`config.mk`:
```
export PLATFORM = sky130hd
export DESIGN_NAME = mdu_result_select
export DESIGN_NICKNAME = d
export VERILOG_FILES = /design/src/rtl/mdu_result_select_pkg.sv /design/src/rtl/mdu_hilo_regs.sv /design/src/rtl/mdu_result_select.sv
export SDC_FILE = /design/constraint.sdc
export NUM_CORES = 1
export LEC_CHECK = 0
export ABC_AREA = 0
export CAP_MARGIN = 20
export CORE_MARGIN = 3
export CORE_UTILIZATION = 43
export DETAILED_ROUTE_END_ITERATION = 8
export MAX_ROUTING_LAYER = met4
export PLACE_DENSITY = 0.87
export SLEW_MARGIN = 30
export SYNTH_ARGS = -nofsm -noshare
export SYNTH_HDL_FRONTEND = slang
export SYNTH_HIERARCHICAL = 1
export SYNTH_SLANG_ARGS = --single-unit
```
`constraint.sdc`:
```
create_clock -name clk -period 3.1 [get_ports clk]
set_input_delay 0.62 -clock clk [delete_from_list [all_inputs] [get_ports clk]]
set_output_delay 0.62 -clock clk [all_outputs]
set_load 0.005 [all_outputs]
```
`src/rtl/mdu_result_select_pkg.sv`:
```
// Shared definitions for the MIPS R-type writeback result selector.
// Optional MTHI/MTLO support is enabled by defining MTHI_MTLO_EN.
package mdu_result_select_pkg;

  localparam int unsigned WIDTH_DEF   = 32;
  localparam int unsigned FUNCT_W_DEF = 6;

  localparam logic [5:0] F_ADD   = 6'b100000;
  localparam logic [5:0] F_SUB   = 6'b100010;
  localparam logic [5:0] F_AND   = 6'b100100;
  localparam logic [5:0] F_OR    = 6'b100101;
  localparam logic [5:0] F_SLT   = 6'b101010;
  localparam logic [5:0] F_SRL   = 6'b000010;
  localparam logic [5:0] F_MFHI  = 6'b010000;
  localparam logic [5:0] F_MTHI  = 6'b010001;
  localparam logic [5:0] F_MFLO  = 6'b010010;
  localparam logic [5:0] F_MTLO  = 6'b010011;
  localparam logic [5:0] F_MULTU = 6'b011001;
  localparam logic [5:0] F_DIVU  = 6'b011011;

  typedef enum logic {
    ST_IDLE,
    ST_MD_WAIT
  } state_e;

  typedef enum logic [2:0] {
    SRC_ZERO,
    SRC_ALU,
    SRC_SHIFT,
    SRC_HI,
    SRC_LO
  } src_e;

  typedef struct packed {
    src_e src;
    logic we;
    logic illegal;
    logic is_md;
    logic is_div;
    logic mthi;
    logic mtlo;
  } dec_t;

  // Map a funct code onto result source, write enable and sequencing flags.
  function automatic dec_t decode_funct(input logic [5:0] f);
    dec_t d;
    d     = '0;
    d.src = SRC_ZERO;
    case (f)
      F_ADD, F_SUB, F_AND, F_OR, F_SLT: begin
        d.src = SRC_ALU;
        d.we  = 1'b1;
      end
      F_SRL: begin
        d.src = SRC_SHIFT;
        d.we  = 1'b1;
      end
      F_MFHI: begin
        d.src = SRC_HI;
        d.we  = 1'b1;
      end
      F_MFLO: begin
        d.src = SRC_LO;
        d.we  = 1'b1;
      end
      F_MULTU: d.is_md = 1'b1;
      F_DIVU: begin
        d.is_md  = 1'b1;
        d.is_div = 1'b1;
      end
`ifdef MTHI_MTLO_EN
      F_MTHI: d.mthi = 1'b1;
      F_MTLO: d.mtlo = 1'b1;
`endif
      default: d.illegal = 1'b1;
    endcase
    return d;
  endfunction

endpackage

```
`src/rtl/mdu_hilo_regs.sv`:
```
// HI/LO storage; mul/div completion has priority over MTHI/MTLO writes.
module mdu_hilo_regs
  import mdu_result_select_pkg::*;
#(
  parameter int unsigned WIDTH = WIDTH_DEF
) (
  input  logic             clk,
  input  logic             rst_n,
  input  logic             md_we,
  input  logic [WIDTH-1:0] md_hi,
  input  logic [WIDTH-1:0] md_lo,
  input  logic             hi_we,
  input  logic             lo_we,
  input  logic [WIDTH-1:0] wr_data,
  output logic [WIDTH-1:0] hi_q,
  output logic [WIDTH-1:0] lo_q
);

  // HI/LO update from mul/div results or direct moves.
  always_ff @(posedge clk or negedge rst_n) begin
    if (!rst_n) begin
      hi_q <= '0;
      lo_q <= '0;
    end else if (md_we) begin
      hi_q <= md_hi;
      lo_q <= md_lo;
    end else begin
      if (hi_we) hi_q <= wr_data;
      if (lo_we) lo_q <= wr_data;
    end
  end

endmodule

```
`src/rtl/mdu_result_select.sv`:
```
// Registered, handshaked writeback result selector with HI/LO and
// multi-cycle MULTU/DIVU sequencing. MTHI_MTLO_EN enables MTHI/MTLO.
module mdu_result_select
  import mdu_result_select_pkg::*;
#(
  parameter int unsigned WIDTH   = WIDTH_DEF,
  parameter int unsigned FUNCT_W = FUNCT_W_DEF
) (
  input  logic               clk,
  input  logic               rst_n,
  input  logic               in_valid,
  output logic               in_ready,
  input  logic [FUNCT_W-1:0] in_funct,
  input  logic [WIDTH-1:0]   alu_out,
  input  logic [WIDTH-1:0]   shift_out,
  input  logic [WIDTH-1:0]   rs_data,
  output logic               md_start,
  output logic               md_div,
  input  logic               md_done,
  input  logic [WIDTH-1:0]   md_hi,
  input  logic [WIDTH-1:0]   md_lo,
  output logic               out_valid,
  input  logic               out_ready,
  output logic [WIDTH-1:0]   out_data,
  output logic               out_we,
  output logic               out_illegal,
  output logic [WIDTH-1:0]   hi_q,
  output logic [WIDTH-1:0]   lo_q
);

  state_e           state;
  dec_t             dec;
  logic [WIDTH-1:0] sel_data;
  logic             accept;
  logic             md_we;
  logic             hi_we;
  logic             lo_we;

  // Decode the offered funct code.
  always_comb begin
    dec = decode_funct(6'(in_funct));
  end

  // Select the result source for non-mul/div ops.
  always_comb begin
    sel_data = '0;
    case (dec.src)
      SRC_ALU:   sel_data = alu_out;
      SRC_SHIFT: sel_data = shift_out;
      SRC_HI:    sel_data = hi_q;
      SRC_LO:    sel_data = lo_q;
      default:   sel_data = '0;
    endcase
  end

  // Issue is allowed only in IDLE with the output slot free or draining.
  always_comb begin
    in_ready = (state == ST_IDLE) && (!out_valid || out_ready);
    accept   = in_valid && in_ready;
    md_we    = (state == ST_MD_WAIT) && md_done;
    hi_we    = accept && dec.mthi;
    lo_we    = accept && dec.mtlo;
  end

  // Control FSM with registered output slot and mul/div launch.
  always_ff @(posedge clk or negedge rst_n) begin
    if (!rst_n) begin
      state       <= ST_IDLE;
      out_valid   <= 1'b0;
      out_data    <= '0;
      out_we      <= 1'b0;
      out_illegal <= 1'b0;
      md_start    <= 1'b0;
      md_div      <= 1'b0;
    end else begin
      md_start <= 1'b0;
      if (out_valid && out_ready) out_valid <= 1'b0;
      case (state)
        ST_IDLE: begin
          if (accept) begin
            if (dec.is_md) begin
              md_start <= 1'b1;
              md_div   <= dec.is_div;
              state    <= ST_MD_WAIT;
            end else begin
              out_valid   <= 1'b1;
              out_data    <= sel_data;
              out_we      <= dec.we;
              out_illegal <= dec.illegal;
            end
          end
        end
        ST_MD_WAIT: begin
          if (md_done) begin
            out_valid   <= 1'b1;
            out_data    <= '0;
            out_we      <= 1'b0;
            out_illegal <= 1'b0;
            state       <= ST_IDLE;
          end
        end
        default: state <= ST_IDLE;
      endcase
    end
  end

  mdu_hilo_regs #(
    .WIDTH(WIDTH)
  ) u_hilo (
    .clk    (clk),
    .rst_n  (rst_n),
    .md_we  (md_we),
    .md_hi  (md_hi),
    .md_lo  (md_lo),
    .hi_we  (hi_we),
    .lo_we  (lo_we),
    .wr_data(rs_data),
    .hi_q   (hi_q),
    .lo_q   (lo_q)
  );

endmodule

```
==> results.json, run 1 <==
{
  "antenna_found_initial": 0,
  "clock_skew_ns": 0.00721,
  "cts_sinks": 102,
  "synthesis.area_um2": 5270,
  "io_buffers": 272,
  "hold_class": "primary input to async pin",
  "final_core_util_pct": 70.7,
  "track_usage_pct": 27.2,
  "dr_total_vias": 4998,
  "r2r_cells": 5,
  "cp_data_required_time_ns": 2.48,
  "critPathArrivalTime_ns": 2.08,
  "gp_congestion": 0.880,
  "drt_pass1_iterations": 9,
  "rsz0062_at_grt": "no",
  "synthDistinctLibCells": 28,
  "grt_overflow_total": 0,
  "wl_per_cell_um": 21.3,
  "finalNonFillerCells": 861,
  "cts_tree": "built",
  "ir_worst_vdd_v": 0.000219,
  "critPathKind": "primary input to output pin",
  "io_pins": 273,
  "fin_crit_ns": 2.70,
  "tightestPinTransition_ns": 0.691,
  "yosysSeqAreaShare_pct": 48.5,
  "clk_pin_slew_ns": 0.07,
  "nFillCells": 832,
  "status": "completed",
  "core_um2": 11700,
  "ys_ff_latch": 102,
  "wl_mm": 18.3,
  "grt_max_degree": 73,
  "numCtsBuffers": 9,
  "final_max_slew_viol_count": 0,
  "die-area_um2": 13600,
  "leakage_nw": 3.32,
  "grt_pass1_vias": 5233,
  "cts_max_path_buffers": 2,
  "drtIter0Drc": 534,
  "max-slew-margin-rel_pct": 53.9,
  "grt_pass1_wl_mm": 27.8,
  "hold_buffers": 0,
  "crit_path_end_kind": "output pin",
  "dp_hpwl_mm": 13.2,
  "syn_inst": 460,
  "setup_violations": 0,
  "maxCapViolCount": 0,
  "rows": 39,
  "drc": 0,
  "drive_above_1_share_pct": 9.47,
  "crit_fanout": 4,
  "ant_nets": 0,
  "cts-root-buf": "clkbuf_16",
  "viasPerCell": 5.80,
  "max_freq_mhz": 371,
  "die_x_um": 117,
  "cts_max_level": 3,
  "final_common_cell": "clkdlybuf4s50_1",
  "finalHoldViolCount": 0,
  "clk_latency_ns": 0.34,
  "start_kind": "primary input",
  "postCtsSetupBuffers": 0,
  "start_util_pct": 45.0,
  "die_h_um": 117,
  "min_period_over_period_pct": 87.1,
  "area_growth_syn_to_layout_pct": 57.3,
  "nNetsFinal": 884,
  "final_cell_mix": "clkdlybuf4s50_1 (270), dfrtp_1 (102), nand2_1 (65), mux2i_1 (64), o21ai_1 (60)",
  "p_per_area_nw_per_um2": 434,
  "dp_cells": 845,
  "postSynthAreaPerCell_um2": 11.4,
  "num_antenna_cells": 0,
  "finalSetupTns_ns": 0,
  "yosys_warnings": 6,
  "cts-resized-gates": 0
}
==> state kept, by name (all words and copies together), names as in the netlist <==
| name | cells |
|---|---|
| out_illegal | 1 |
| out_valid | 1 |
| md_div | 1 |
| state | 1 |
| out_we | 1 |
| md_start | 1 |
| out_data | 32 |
| u_hilo/hi_q | 32 |
| u_hilo/lo_q | 32 |
==> metrics by stage <==
| stage | power (W) | hold WS, ns | instance area, um2 | setup WS, ns |
|---|---|---|---|---|
| finish | 0.00359 | 0.296 | 8280 | 0.401 |
| global route | 0.00374 | 0.345 | 8280 | 0.332 |
| CTS | 0.00361 | 0.315 | 8280 | 0.403 |
| detailed placement | 0.00239 | 0.473 | 7970 | 0.383 |
| global placement | 0.00236 | 0.471 | 7970 | 0.446 |
| floorplan | 0.00183 | 0.324 | 5270 | 1.05 |
==> metal layers <==
| metal | vias to the layer above | routed length [um] | track usage, % | part of all wire, % |
|---|---|---|---|---|
| li1 | 2240 | - | - | - |
| met1 | 2433 | 7300 | 33.9 | 40 |
| met2 | 285 | 9090 | 44.2 | 50 |
| met3 | 40 | 1430 | 4.82 | 7.8 |
| met4 | 0 | 516 | 10.9 | 2.8 |
| met5 | - | 0 | - | 0 |
==> worst paths after layout <==
path,start,endpoint,slack (ns)
min in group clk,out_data[31]$_DFFE_PN0P_,out_data[31]$_DFFE_PN0P_,0.50
setup reg to reg,out_valid$_DFF_PN0_,out_data[11]$_DFFE_PN0P_,1.51
max in group asynchronous,rst_n,md_div$_DFFE_PN0P_,2.06
hold / removal,rst_n,u_hilo/lo_q[15]$_DFFE_PN0P_,0.30
hold reg to reg,out_data[31]$_DFFE_PN0P_,out_data[31]$_DFFE_PN0P_,0.50
setup / recovery,out_ready,in_ready,0.40
==> Yosys cell counts (all sizes together) <==
| master | instances | area [um2] |
|---|---|---|
| nand4 | 1 | 6.26 |
| nand3 | 2 | 10.0 |
| conb | 1 | 3.75 |
| buf | 36 | 308 |
| inv | 3 | 11.3 |
| and2 | 2 | 12.5 |
| nor4b | 1 | 8.76 |
| or4 | 1 | 7.51 |
| o2bb2ai | 33 | 289 |
| mux2i | 64 | 641 |
| nand2b | 1 | 6.26 |
| a2111oi | 1 | 27.5 |
| nor2 | 5 | 18.8 |
| dfrtp | 102 | 2550 |
| nand2 | 65 | 244 |
| o21ai | 64 | 320 |
| o22ai | 1 | 6.26 |
| o2111ai | 1 | 26.3 |
| a222oi | 32 | 320 |
| clkbuf | 6 | 22.5 |
| nor2b | 1 | 6.26 |
| a31oi | 1 | 6.26 |
| mux2 | 35 | 398 |
| nor3b | 1 | 12.5 |
==> worst max-delay path: stages <==
cell and delay [ns]:
clkdlybuf4s50_1 0.45, nand2b_1 0.15, and2_1 0.30, clkdlybuf4s50_1 0.56
==> final cells by class <==
cell class,instances,area (um2),share of cell area [%]
clock buffers,12,246,2.98
clock inverters,4,70.1,0.846
inverters,3,11.3,0.136
multi-input cells,314,2400,29.0
flip-flops and latches,102,2550,30.8
well taps,143,179,2.16
repair buffers,283,2820,34.1
==> logic make-up (layout without fill, tap and decap cells) <==
logic type             Yosys count  in the layout  share of synthesized area (%)
other                            1              2                         0.0712
AND/OR/NAND/NOR                 80             80                           6.32
flip-flops                     102            102                           48.5
multiplexers                    99             99                           19.7
AO/OA/AOI/OAI                  133            133                           18.9
buffers and inverters           45            302                           6.49
==> where the power goes <==
part	internal, W	switching, W	leakage, nW
sequential	0.00145	0.0000974	1.27
clock	0.000728	0.000487	0.157
combinational	0.000528	0.000307	1.89
(Power assumes the default switching activity.)
==> run 2: changes to the inputs <==
--- a/config.mk
+++ b/config.mk
@@ -8,12 +8,13 @@
 export ABC_AREA = 0
 export CAP_MARGIN = 20
 export CORE_MARGIN = 3
-export CORE_UTILIZATION = 43
+export CORE_UTILIZATION = 42
 export DETAILED_ROUTE_END_ITERATION = 8
+export GPL_ROUTABILITY_DRIVEN = 0
+export HOLD_SLACK_MARGIN = 0.15
 export MAX_ROUTING_LAYER = met4
-export PLACE_DENSITY = 0.87
+export PLACE_DENSITY = 0.88
 export SLEW_MARGIN = 30
 export SYNTH_ARGS = -nofsm -noshare
 export SYNTH_HDL_FRONTEND = slang
-export SYNTH_HIERARCHICAL = 1
 export SYNTH_SLANG_ARGS = --single-unit
==> results.json, run 2 <==
{
  "status": "completed",
  "dp_cells": 684,
  "cts_max_path_buffers": 2,
  "clock_skew_ns": 0.00785,
  "wl_mm": 15.1,
  "reg_top3": "out_data x32, u_hilo.hi_q x32, u_hilo.lo_q x32",
  "tightestPinTransition_ns": 0.640,
  "synth_top_flop_cell": "dfrtp_1",
  "grt_max_degree": 82,
  "wl_per_cell_um": 21.6,
  "ir_worst_vdd_v": 0.000315,
  "finalNonFillerCells": 699,
  "viasPerCell": 5.58,
  "place_area_um2": 7360,
  "track_usage_pct": 24.3,
  "die_h_um": 113,
  "synth_top_cell_area_share_pct": 53.2,
  "drive_above_1_share_pct": 19.5,
  "ant_nets": 0,
  "yosysMostFrequentCell": "dfrtp_1",
  "dp_hpwl_mm": 11.3,
  "worst_path_largest_cell_delay_ns": 0.53,
  "area_growth_syn_to_layout_pct": 59.2,
  "p_int_w": 0.00295,
  "seqCellArea_um2": 2550,
  "crit_fanout": 3,
  "die-area_um2": 12700,
  "final_common_cell": "clkdlybuf4s50_1",
  "synthTopCellsByArea": "dfrtp_1 (53%), mux2_1 (13%), mux2_2 (10%)",
  "async_reset_ff_share_pct": 100,
  "synthDistinctLibCells": 28,
  "die_x_um": 113,
  "grt_pass1_wl_mm": 23.6,
  "finalHoldViolCount": 0,
  "grt_overflow_total": 0,
  "synthesis.area_um2": 4790,
  "maxCapViolCount": 0,
  "critical-path-top-delay-family": "buffers and inverters",
  "multi_input_area_um2": 2090,
  "power_w": 0.00396,
  "core_um2": 11000,
  "postSynthAreaPerCell_um2": 15.1,
  "critPathKind": "primary input to output pin",
  "power_frac_comb_pct": 29.6,
  "final_cell_area_um2": 7630,
  "grt_pass1_vias": 4325,
  "leakage_nw": 3.12,
  "crit_path_end_kind": "output pin",
  "drtIter0Drc": 345,
  "cts_max_level": 3,
  "numCtsBuffers": 9,
  "rows": 38,
  "ys_ff_latch": 102,
  "switching_share_pct": 25.5,
  "io_pins": 273,
  "rsz0062_at_grt": "no",
  "yosys.area.top_type": "dfrtp_1",
  "antenna_found_initial": 0,
  "clk_pin_slew_ns": 0.07,
  "cp_slowest_cell": "clkdlybuf4s50_1",
  "cts_tree": "built",
  "setup_violations": 0,
  "ys_top_cells_by_count": "dfrtp_1 (102), mux2_1 (54), mux2_2 (43)",
  "cts-resized-gates": 0,
  "fin_crit_ns": 2.53,
  "start_kind": "primary input",
  "yosys_warnings": 0,
  "worstPathCellList": "clkdlybuf4s50_1, nand2b_1, and2_1, clkdlybuf4s50_1",
  "hold_buffers": 0,
  "clk_latency_ns": 0.34,
  "drt_pass1_iterations": 6,
  "cts-root-buf": "clkbuf_16",
  "dr_total_vias": 3903,
  "start_util_pct": 43.7,
  "postCtsSetupBuffers": 0,
  "hold_class": "primary input to async pin",
  "drc": 0,
  "finalSetupTns_ns": 0,
  "min_period_over_period_pct": 81.7,
  "r2r_slack_ns": 1.57,
  "cpMostUsedCell": "clkdlybuf4s50_1",
  "max-slew-margin-rel_pct": 56.8,
  "p_seq_share_pct": 44.2,
  "fin_ws_ns": 0.567,
  "p_per_area_nw_per_um2": 519,
  "post-place-ws_ns": 0.321,
  "yosysSeqAreaShare_pct": 53.2,
  "nNetsFinal": 726,
  "synth-edff-count": 0,
  "p_switching_w": 0.00101,
  "final_max_slew_viol_count": 0,
  "cp_num_buf_inv": 2,
  "syn-num-nets": 488,
  "syn_inst": 317,
  "critPathArrivalTime_ns": 1.91,
  "power_frac_clock_pct": 26.2,
  "num_antenna_cells": 0,
  "nFillCells": 790,
  "cp_data_required_time_ns": 2.48,
  "final_cell_mix": "clkdlybuf4s50_1 (238), dfrtp_1 (102), mux2_1 (54), mux2_2 (43), a222oi_1 (32)",
  "cts_sinks": 102,
  "io_buffers": 240,
  "max_freq_mhz": 395
}
run 2: worst reg2reg max path, cell delays in order (launching register included):
cell       delay (ns)
dfrtp_1          0.38
nand2b_1         0.13
o2111ai_2        0.17
o21bai_4         0.35
buf_12           0.26
o2bb2ai_2        0.17
run 2: power groups by stage:
stage,registers (W),clock network (W),logic (W)
6_report,0.00175,0.00104,0.00117
5_1_grt,0.00179,0.00112,0.00125
4_1_cts,0.00175,0.00106,0.00119
3_5_place_dp,0.00177,0,0.00118
3_3_place_gp,0.00175,0,0.00115
2_1_floorplan,0.00176,0,0.000369
run 2: worst paths after layout:
path,cells past startpoint,from,to
worst max-delay path,4,out_ready,in_ready
worst min-delay path,1,rst_n,u_hilo.hi_q[20]$_DFFE_PN0P_
worst max register to register,5,out_valid$_DFF_PN0_,out_data[17]$_DFFE_PN0P_
worst min register to register,1,out_data[13]$_DFFE_PN0P_,out_data[13]$_DFFE_PN0P_
max in group asynchronous,2,rst_n,u_hilo.hi_q[13]$_DFFE_PN0P_
min in group clk,1,out_data[13]$_DFFE_PN0P_,out_data[13]$_DFFE_PN0P_
run 2: stage by stage:
stage | hold WS [ns] | util (%)
floorplan | 0.324 | -
global placement | 0.472 | 67.1
detailed placement | 0.477 | 67.1
CTS | 0.169 | 69.5
global route | 0.182 | 69.5
finish | 0.168 | 69.5
run 2: logic make-up after synthesis:
group,count (synthesis),synth area share [%]
AND/OR/NAND/NOR,20,2.92
multiplexers,98,23.1
buffers and inverters,29,3.63
flip-flops,102,53.2
AO/OA/AOI/OAI,68,17.1
run 2: cell type report:
class                   count  share of cell area, %
flip-flops and latches    102                   33.4
well taps                 140                   2.29
multi-input cells         186                   27.4
clock buffers              14                   3.46
inverters                   2                 0.0983
clock inverters             1                 0.0656
repair buffers            254                   33.2
run 2: layer usage:
layer  vias up  share of wire, %  wire length, um  GRT usage [%]
li1       1731                 -                -              -
met1      1961                39             5930           29.3
met2       188                51             7660           40.2
met3        23               7.6             1150           5.08
met4         0               2.3              349           9.05
met5         -                 0                0              -
